<file path="src/rtl/drfm_dac_pkg.sv">
// rtl/drfm_dac_pkg.sv - shared constants, limits and state type for the DAC output formatter
package drfm_dac_pkg;

    localparam int IN_W_DEF       = 33;
    localparam int DAC_W_DEF      = 14;
    localparam int SHIFT_W_DEF    = 5;
    localparam int FIFO_DEPTH_DEF = 8;
    localparam int CNT_W_DEF      = 16;

    // Offset-binary mid-scale and the signed clamp limits for the DAC word
    localparam logic [DAC_W_DEF-1:0]        DAC_MID   = 14'h2000;
    localparam logic signed [DAC_W_DEF-1:0] DAC_MAX_S = 14'sh1FFF;
    localparam logic signed [DAC_W_DEF-1:0] DAC_MIN_S = 14'sh2000;

    typedef enum logic [1:0] {
        IDLE  = 2'd0,
        PRIME = 2'd1,
        RUN   = 2'd2
    } state_t;

endpackage

</file>
<file path="src/rtl/sample_fifo.sv">
// rtl/sample_fifo.sv - first-word-fall-through FIFO with flush and extra-bit pointers
module sample_fifo
    import drfm_dac_pkg::*;
#(
    parameter int W     = DAC_W_DEF,
    parameter int DEPTH = FIFO_DEPTH_DEF,
    parameter int AW    = $clog2(DEPTH)
) (
    input  logic          clk,
    input  logic          resetn,
    input  logic          flush,
    input  logic          push,
    input  logic [W-1:0]  wdata,
    input  logic          pop,
    output logic [W-1:0]  rdata,
    output logic [AW:0]   count,
    output logic          full,
    output logic          empty
);

    logic [W-1:0] mem [DEPTH];
    logic [AW:0]  wr_ptr;
    logic [AW:0]  rd_ptr;
    logic         do_push;
    logic         do_pop;

    // A push on full only lands when a pop frees the head slot in the same cycle
    always_comb begin
        do_pop  = pop && !empty;
        do_push = push && (!full || do_pop);
    end

    // Pointer update; flush empties the FIFO without touching storage
    always_ff @(posedge clk) begin
        if (!resetn || flush) begin
            wr_ptr <= '0;
            rd_ptr <= '0;
        end else begin
            if (do_push) wr_ptr <= wr_ptr + (AW+1)'(1);
            if (do_pop)  rd_ptr <= rd_ptr + (AW+1)'(1);
        end
    end

    // Storage write; no reset needed since pointers gate visibility
    always_ff @(posedge clk) begin
        if (do_push && !flush) mem[wr_ptr[AW-1:0]] <= wdata;
    end

    // Head is always presented; full/empty distinguished by the extra pointer bit
    always_comb begin
        rdata = mem[rd_ptr[AW-1:0]];
        count = wr_ptr - rd_ptr;
        empty = (wr_ptr == rd_ptr);
        full  = (wr_ptr[AW] != rd_ptr[AW]) && (wr_ptr[AW-1:0] == rd_ptr[AW-1:0]);
    end

endmodule

</file>
<file path="src/rtl/dac_output_formatter.sv">
// rtl/dac_output_formatter.sv - gain/round, saturate, offset-binary convert and buffer samples for the DAC
module dac_output_formatter
    import drfm_dac_pkg::*;
#(
    parameter int IN_W       = IN_W_DEF,
    parameter int DAC_W      = DAC_W_DEF,
    parameter int SHIFT_W    = SHIFT_W_DEF,
    parameter int FIFO_DEPTH = FIFO_DEPTH_DEF,
    parameter int CNT_W      = CNT_W_DEF
) (
    input  logic               M100CLK,
    input  logic               reset,
    input  logic               enable,
    input  logic [IN_W-1:0]    sum,
    input  logic               in_valid,
    input  logic [SHIFT_W-1:0] shift,
    input  logic               dac_rd,
    output logic [DAC_W-1:0]   dac_data,
    output logic               dac_valid,
    output logic               fifo_full,
    output logic [CNT_W-1:0]   sat_count,
    output logic               ovf_flag,
    output logic               udf_flag
);

    localparam int AW = $clog2(FIFO_DEPTH);

    state_t state;
    state_t state_next;

    logic                   accept;
    logic signed [IN_W:0]   sum_ext;
    logic signed [IN_W:0]   rnd;
    logic signed [IN_W:0]   rounded;
    logic signed [IN_W:0]   shifted;

    logic                   s1_valid;
    logic signed [IN_W:0]   s1_data;

    logic [IN_W-DAC_W+1:0]  hi_bits;
    logic                   clip;
    logic [DAC_W-1:0]       clamped;
    logic [DAC_W-1:0]       offset_word;

    logic                   push;
    logic                   pop;
    logic                   flush;
    logic [DAC_W-1:0]       head;
    logic [AW:0]            fifo_count;
    logic                   fifo_empty;
    logic [DAC_W-1:0]       last_data;

    // Stage 1 datapath: one guard bit so adding the half-LSB can never wrap
    always_comb begin
        accept  = in_valid && enable && (state != IDLE);
        sum_ext = {sum[IN_W-1], sum};
        rnd     = '0;
        if (shift != '0) rnd = (IN_W+1)'(1) << (shift - SHIFT_W'(1));
        rounded = sum_ext + rnd;
        shifted = rounded >>> shift;
    end

    // Stage 1 register; anything in flight is dropped when the block is disabled
    always_ff @(posedge M100CLK) begin
        if (!reset) begin
            s1_valid <= 1'b0;
            s1_data  <= '0;
        end else begin
            s1_valid <= accept;
            if (accept) s1_data <= shifted;
        end
    end

    // Stage 2 datapath: in range only when all bits above the DAC sign bit match it
    always_comb begin
        hi_bits     = s1_data[IN_W:DAC_W-1];
        clip        = !((&hi_bits) || !(|hi_bits));
        clamped     = s1_data[DAC_W-1:0];
        if (clip) clamped = s1_data[IN_W] ? DAC_W'(DAC_MIN_S) : DAC_W'(DAC_MAX_S);
        offset_word = {~clamped[DAC_W-1], clamped[DAC_W-2:0]};
        push        = s1_valid && enable && (state != IDLE);
        flush       = (state == IDLE);
        dac_valid   = (state == RUN) && !fifo_empty;
        pop         = dac_rd && dac_valid;
        dac_data    = dac_valid ? head : last_data;
    end

    sample_fifo #(
        .W     (DAC_W),
        .DEPTH (FIFO_DEPTH),
        .AW    (AW)
    ) u_fifo (
        .clk    (M100CLK),
        .resetn (reset),
        .flush  (flush),
        .push   (push),
        .wdata  (offset_word),
        .pop    (pop),
        .rdata  (head),
        .count  (fifo_count),
        .full   (fifo_full),
        .empty  (fifo_empty)
    );

    // Sticky flags, saturating clip counter and the held output word
    always_ff @(posedge M100CLK) begin
        if (!reset) begin
            sat_count <= '0;
            ovf_flag  <= 1'b0;
            udf_flag  <= 1'b0;
            last_data <= DAC_W'(DAC_MID);
        end else begin
            if (push && clip && (sat_count != '1)) sat_count <= sat_count + CNT_W'(1);
            if (push && fifo_full && !pop) ovf_flag <= 1'b1;
            if (dac_rd && (state == RUN) && fifo_empty) udf_flag <= 1'b1;
            if (pop) last_data <= head;
        end
    end

    // State register
    always_ff @(posedge M100CLK) begin
        if (!reset) state <= IDLE;
        else        state <= state_next;
    end

    // Next state: prime until half full, then run; disable always returns to idle
    always_comb begin
        state_next = state;
        case (state)
            IDLE:    if (enable) state_next = PRIME;
            PRIME:   if (fifo_count >= (AW+1)'(FIFO_DEPTH/2)) state_next = RUN;
            RUN:     state_next = RUN;
            default: state_next = IDLE;
        endcase
        if (!enable) state_next = IDLE;
    end

endmodule

</file>
<file path="config.mk">
export PLATFORM = sky130hd
export DESIGN_NAME = dac_output_formatter
export DESIGN_NICKNAME = d
export VERILOG_FILES = /design/src/rtl/drfm_dac_pkg.sv /design/src/rtl/sample_fifo.sv /design/src/rtl/dac_output_formatter.sv
export SDC_FILE = /design/constraint.sdc
export NUM_CORES = 1
export LEC_CHECK = 0
export CELL_PAD_IN_SITES_DETAIL_PLACEMENT = 1
export CELL_PAD_IN_SITES_GLOBAL_PLACEMENT = 2
export CORE_UTILIZATION = 39
export DETAILED_ROUTE_END_ITERATION = 16
export PLACE_DENSITY_LB_ADDON = 0.15
export REMOVE_ABC_BUFFERS = 1
export SETUP_SLACK_MARGIN = 0.15
export SLEW_MARGIN = 10
export SYNTH_ARGS = -nofsm -noshare
export SYNTH_HDL_FRONTEND = slang
export SYNTH_SLANG_ARGS = --single-unit
</file>
<file path="constraint.sdc">
create_clock -name M100CLK -period 6.72 [get_ports M100CLK]
set_input_delay 1.008 -clock M100CLK [delete_from_list [all_inputs] [get_ports M100CLK]]
set_output_delay 1.008 -clock M100CLK [all_outputs]
set_load 0.02 [all_outputs]
</file>
Yosys cells after proc, flatten, opt, wreduce, memory -nomap -nowiden
Memories as Yosys holds them, arrays and structs flattened. A register that Yosys moved wholly into a read port is not among the register bits. Cells that the tools add are included.

Add/sub/neg operators: 6. Eq/ne operators: 7. Reduce and logical (&&, ||, !) cells: 32. Order comparisons: 1. Muxes and demuxes: 10. $mul: 0. Shift operators: 2. Bitwise gates (word level): 1. Divide/modulo/power cells: 0.

Operator list (number): $mux W14 (3); $add A33 B34 Y34 (1); $mux W34 (1); $shl A1 B5 Y34 const A (1); $sshr A34 B5 Y34 (1); $reduce_and A21 Y1 (1); $reduce_or A21 Y1 (1); $add A16 B1 Y16 const B (1); $logic_and A1 B1 Y1 (16); $ne A16 B16 Y1 const B (1); $add A4 B1 Y4 const B (2); $logic_not A1 Y1 (7); $mux W3 (2); $pmux W2 S3 (1); $reduce_bool A5 Y1 (1); $sub A5 B1 Y5 const B (1); $eq A4 B4 Y1 (1); $ge A4 B3 Y1 const B (1); $sub A4 B4 Y4 (1); $eq A3 B3 Y1 (1); $logic_or A1 B1 Y1 (3); $eq A2 B1 Y1 const B (1); $eq A2 B2 Y1 const B (1); $logic_not A2 Y1 (1); other kinds (7) (8).

Memories kept: 1. Bits in registers: 77. Bits in latches: 0. Memory bits (writable): 112. Output and inout port bits: 34. Bits in read-only memories: 0. Bits of input ports: 43.

Memory list: u_fifo.mem (words 8, bits a word 14, read ports 1, clocked after memory_dff 1, wr ports 1, line sample_fifo.sv:21) `logic [W-1:0] mem [DEPTH];`.

Longest topological paths before layout
Depth after elaboration: 10. Mapped depth: 19.

Cells and area by module
A second synthesis with hierarchy kept.

Cell total of the unflattened synthesis: 1317. Area, all modules: 12866.1 um2.

Modules (own cells, without submodules): dac_output_formatter (area an instance 7910.1 um2, cells an instance 1080, instances 1); sample_fifo (area an instance 4956.0 um2, cells an instance 237, instances 1).

Worst setup path before layout
Ideal clock, no wire load.

Path kind: input port to flip-flop. From: input shift[2]. To: register s1_data[0]. Data arrival time: 5.265 ns. Slack: 1.333 ns. Cell stages on the path: 17. Cells stage by stage: clkbuf_1 -> clkbuf_1 -> clkbuf_1 -> buf_1 -> clkbuf_1 -> nand2_1 -> nor2_1 -> ha_1 -> and2_4 -> a221oi_4 -> a2111oi_4 -> o31a_1 -> o211a_1 -> mux4_2 -> a21o_1 -> a2bb2oi_1 -> a221o_1.

Word-level cells in the longest chain between the ends: 5. Elaborated cells on any way between the ends: 6.

Ends and longest elaborated chain: start: declaration (line dac_output_formatter.sv:16) `input logic [SHIFT_W-1:0] shift,`; $sub A5 B1 Y5 (line dac_output_formatter.sv:58) `if (shift != '0) rnd = (IN_W+1)'(1) << (shift - SHIFT_W'(1));`; $shl A1 B5 Y34 (line dac_output_formatter.sv:58); $mux W34 (line dac_output_formatter.sv:58); $add A33 B34 Y34 (line dac_output_formatter.sv:59) `rounded = sum_ext + rnd;`; $sshr A34 B5 Y34 * (line dac_output_formatter.sv:60) `shifted = rounded >>> shift;`; end signal: assignment (line dac_output_formatter.sv:70) `if (accept) s1_data <= shifted;`; end: declaration (line dac_output_formatter.sv:38) `logic signed [IN_W:0] s1_data;`.

Every way passes the cells marked *; elsewhere a longest branch is shown, timed or not. A chain may end at the register's enable or synchronous reset.

Worst setup path after layout
From: input shift[3]. To: register s1_data[12].

The elaborated chain is that of the path after synthesis.

==> qor.yml <==
run_status:
  outcome: "complete, but fails checks"
  violations: "design-rule violations"
pwr:
  p_clk_share_pct: 35.9
  netSwitchingFraction_pct: 28.0
  internal-power_uw: 2070
  power_frac_comb_pct: 18.0
  cellLeakagePower_uw: 0.00498
  seqPwrFrac_pct: 46.0
  p_switching_uw: 805
  power.density_nw_per_um2: 203
  max-vdd-ir-drop_uv: 163
timing:
  slew_headroom_pct: 26.8
  post-route-min-period_ns: 5.70
  clock.fmax_mhz: 175
  finalSetupViolCount: 0
  finalSetupTns_ns: 0
  rsz0062_at_grt: "false"
  layout_setup_ws_ns: 1.02
  fin_crit_sh_pct: 84.8
  finalHoldViolCount: 0
  fin_skew_ns: 0.00937
  finalMaxSlewViolations: 0
  holdWs_ns: 0.470
  worst_slew_pin_slew_ns: 1.10
global_route:
  met3_usage_pct: 2.27
  grt_overflow: 0
  grt_max_degree: 44
  antenna_found_initial: 0
  grt_use_total_pct: 25.1
  grt_pass1_vias: 10950
  met1_usage_pct: 31.4
  top_usage_layer: "met2"
  grt_pass1_wl_mm: 63.3
  gr-usage-met2_pct: 44.2
logic_synthesis:
  synth_flop_cell: "edfxtp_1"
  synth_cell_types: 92
  synth_edf_count: 112
  yosysWarnings: 0
  ys_seq_elements: 192
  ys_seq_area_share_pct: 40.2
  syn_area_um2: 12400
  netlist_instances: 1297
  synth_area_per_cell_um2: 9.52
  async_reset_ff_share_pct: 0
worst_setup_path:
  end_kind: "flip-flop"
  path_buf_inv: 2
  cp_slowest_cell: "nor2_1"
  crit_path_max_fanout: 19
  arrival_ns: 6.02
  crit_type: "input port to flip-flop"
  cp_data_required_time_ns: 7.04
  path_delay_family: "simple AND/OR/NAND/NOR gates"
  crit_cells: 16
  crit_chain: "clkdlybuf4s50_1, buf_4, nor2_1, nand2_1, nor2_1, ha_1, and2_4, a221oi_4, a2111oi_4, or4b_1, a21o_1, and2_1, a32oi_1, a21oi_1, o21a_1, o31a_1"
  startpoint_type: "input port"
  r2r_cells: 9
  cpMostUsedCell: "nor2_1"
  max_stage_delay_ns: 0.62
job:
  maxCapViolations: 0
clock_tree:
  clk_latency_ns: 0.43
  clk_pin_slew_ns: 0.07
  numClockSinks: 192
  cts_tree: "yes"
  ctsResizeCount: 0
  cts_hold_buf: 0
  post_cts_buffers: 0
  cts_buffers: 17
  cts_max_level: 4
  clockBufferDepth: 2
  cts_root_buf: "clkbuf_16"
drt:
  drcViolationCount: 9
  wire_per_inst_um: 22.8
  via_per_inst: 6.07
  dr.pass1.iters: 11
  via_count: 10609
  postRouteAntennaNets: 0
  routed_wl_mm: 39.9
  drtIter0Drc: 658
layout:
  layout.cells.non_filler: 1749
  fin_nets: 1425
  multi_input_area_um2: 6980
  regArea_um2: 4970
  fillers: 3487
  antenna_cells: 0
  final_common_cell: "nor2_1"
  drive_gt1_share_pct: 10.3
  final_cell_mix: "nor2_1, nand2_1, edfxtp_1"
  area_growth_pct: 14.5
die:
  die_height_um: 180
  core_area_um2: 30900
  die-area_um2: 32400
  initial_core_util_pct: 40.0
  dieWidth_um: 180
  rows: 64
  io-pin-count: 77
placement:
  pre_cts_ws_ns: 0.645
  dp.final_hpwl_mm: 30.0
  dp.cells: 1717
  port_buffers: 76
  gp_congestion: 0.922
worst_hold_path:
  hp-class: "flip-flop to flip-flop"
  min_path_cells: 2
==> worst paths after layout <==
path	from	endpoint	slack, ns
max reg2reg	state[0]	s1_data[6]	3.74
max	shift[3]	s1_data[12]	1.02
min	s1_data[30]	s1_data[30]	0.47
min reg2reg	s1_data[30]	s1_data[30]	0.47
==> state kept, by name (all words and copies together), names as in the netlist, named ones only <==
register / flops
u_fifo.mem: 112
s1_data: 34
sat_count: 16
last_data: 14
u_fifo.rd_ptr: 4
u_fifo.wr_ptr: 4
state: 2
ovf_flag: 1
s1_valid: 1
udf_flag: 1
==> cell usage after synthesis, types with 9 or more instances <==
library cell / instances / area share (%)
nand4_1: 25 / 1.3
mux4_2: 38 / 6.9
nand3_1: 36 / 1.5
xor2_1: 18 / 1.3
nor2_1: 157 / 4.8
edfxtp_1: 112 / 27
nand2_1: 138 / 4.2
o221ai_1: 10 / 0.71
a31oi_1: 13 / 0.66
mux2i_1: 38 / 3.1
ha_1: 41 / 4.2
mux2_2: 9 / 0.82
a211oi_1: 28 / 1.7
o21a_1: 14 / 0.85
o211ai_1: 28 / 1.7
buf_2: 12 / 0.49
nand2b_1: 14 / 0.71
clkbuf_1: 59 / 1.8
inv_1: 22 / 0.67
a21oi_1: 66 / 2.7
and3_1: 14 / 0.71
xnor2_1: 20 / 1.4
nor3_1: 32 / 1.3
o21ai_0: 58 / 2.4
and2_1: 13 / 0.66
nor4_1: 12 / 0.61
a21o_1: 31 / 1.9
dfxtp_1: 80 / 13
==> per-stage QoR <==
stage / util, % / total power, µW / area (µm²)
after detailed placement: 43.8 / 1860 / 13500
after global placement: 43.8 / 1850 / 13500
after CTS: 45.7 / 2890 / 14100
after global routing: 45.7 / 2970 / 14100
after floorplan: - / 1660 / 12000
final: 45.7 / 2870 / 14100
==> per-layer routing <==
| layer | vias to the layer above | wire length (µm) |
|---|---|---|
| li1 | 5048 | - |
| met1 | 5263 | 17300 |
| met2 | 226 | 20100 |
| met3 | 72 | 1050 |
| met4 | 0 | 1450 |
| met5 | - | 0 |
==> worst min-delay path: cells and delay by family, from the launching register on <==
| family | cells | cell delay (ns) |
|---|---|---|
| flops | 1 | 0.33 |
| simple gates | 2 | 0.10 |
==> cell type report <==
type                    count  share of cell area [%]
clock buffers              20                    3.23
well taps                 396                    3.50
flip-flops and latches    192                    35.1
repair buffers            105                    7.01
multi-input cells         997                    49.4
clock inverters            12                    1.04
inverters                  27                   0.717
==> logic make-up after synthesis <==
logic type,share of synthesized area (%)
AOI/OAI and AO/OA,20.8
xor gates and xnor gates,2.69
adders and majority gates,4.32
buffers and inverters,3.46
DFF,40.2
muxes,11.0
other,0.0304
and+or+nand+nor,17.6
==> power groups by stage <==
stage | logic, µW | clock network [µW] | registers, µW
after floorplan | 310 | 0 | 1350
after global placement | 504 | 0 | 1350
after detailed placement | 515 | 0 | 1350
after CTS | 516 | 1050 | 1320
after global routing | 561 | 1090 | 1320
final | 517 | 1030 | 1320
(Power assumes the default switching activity.)
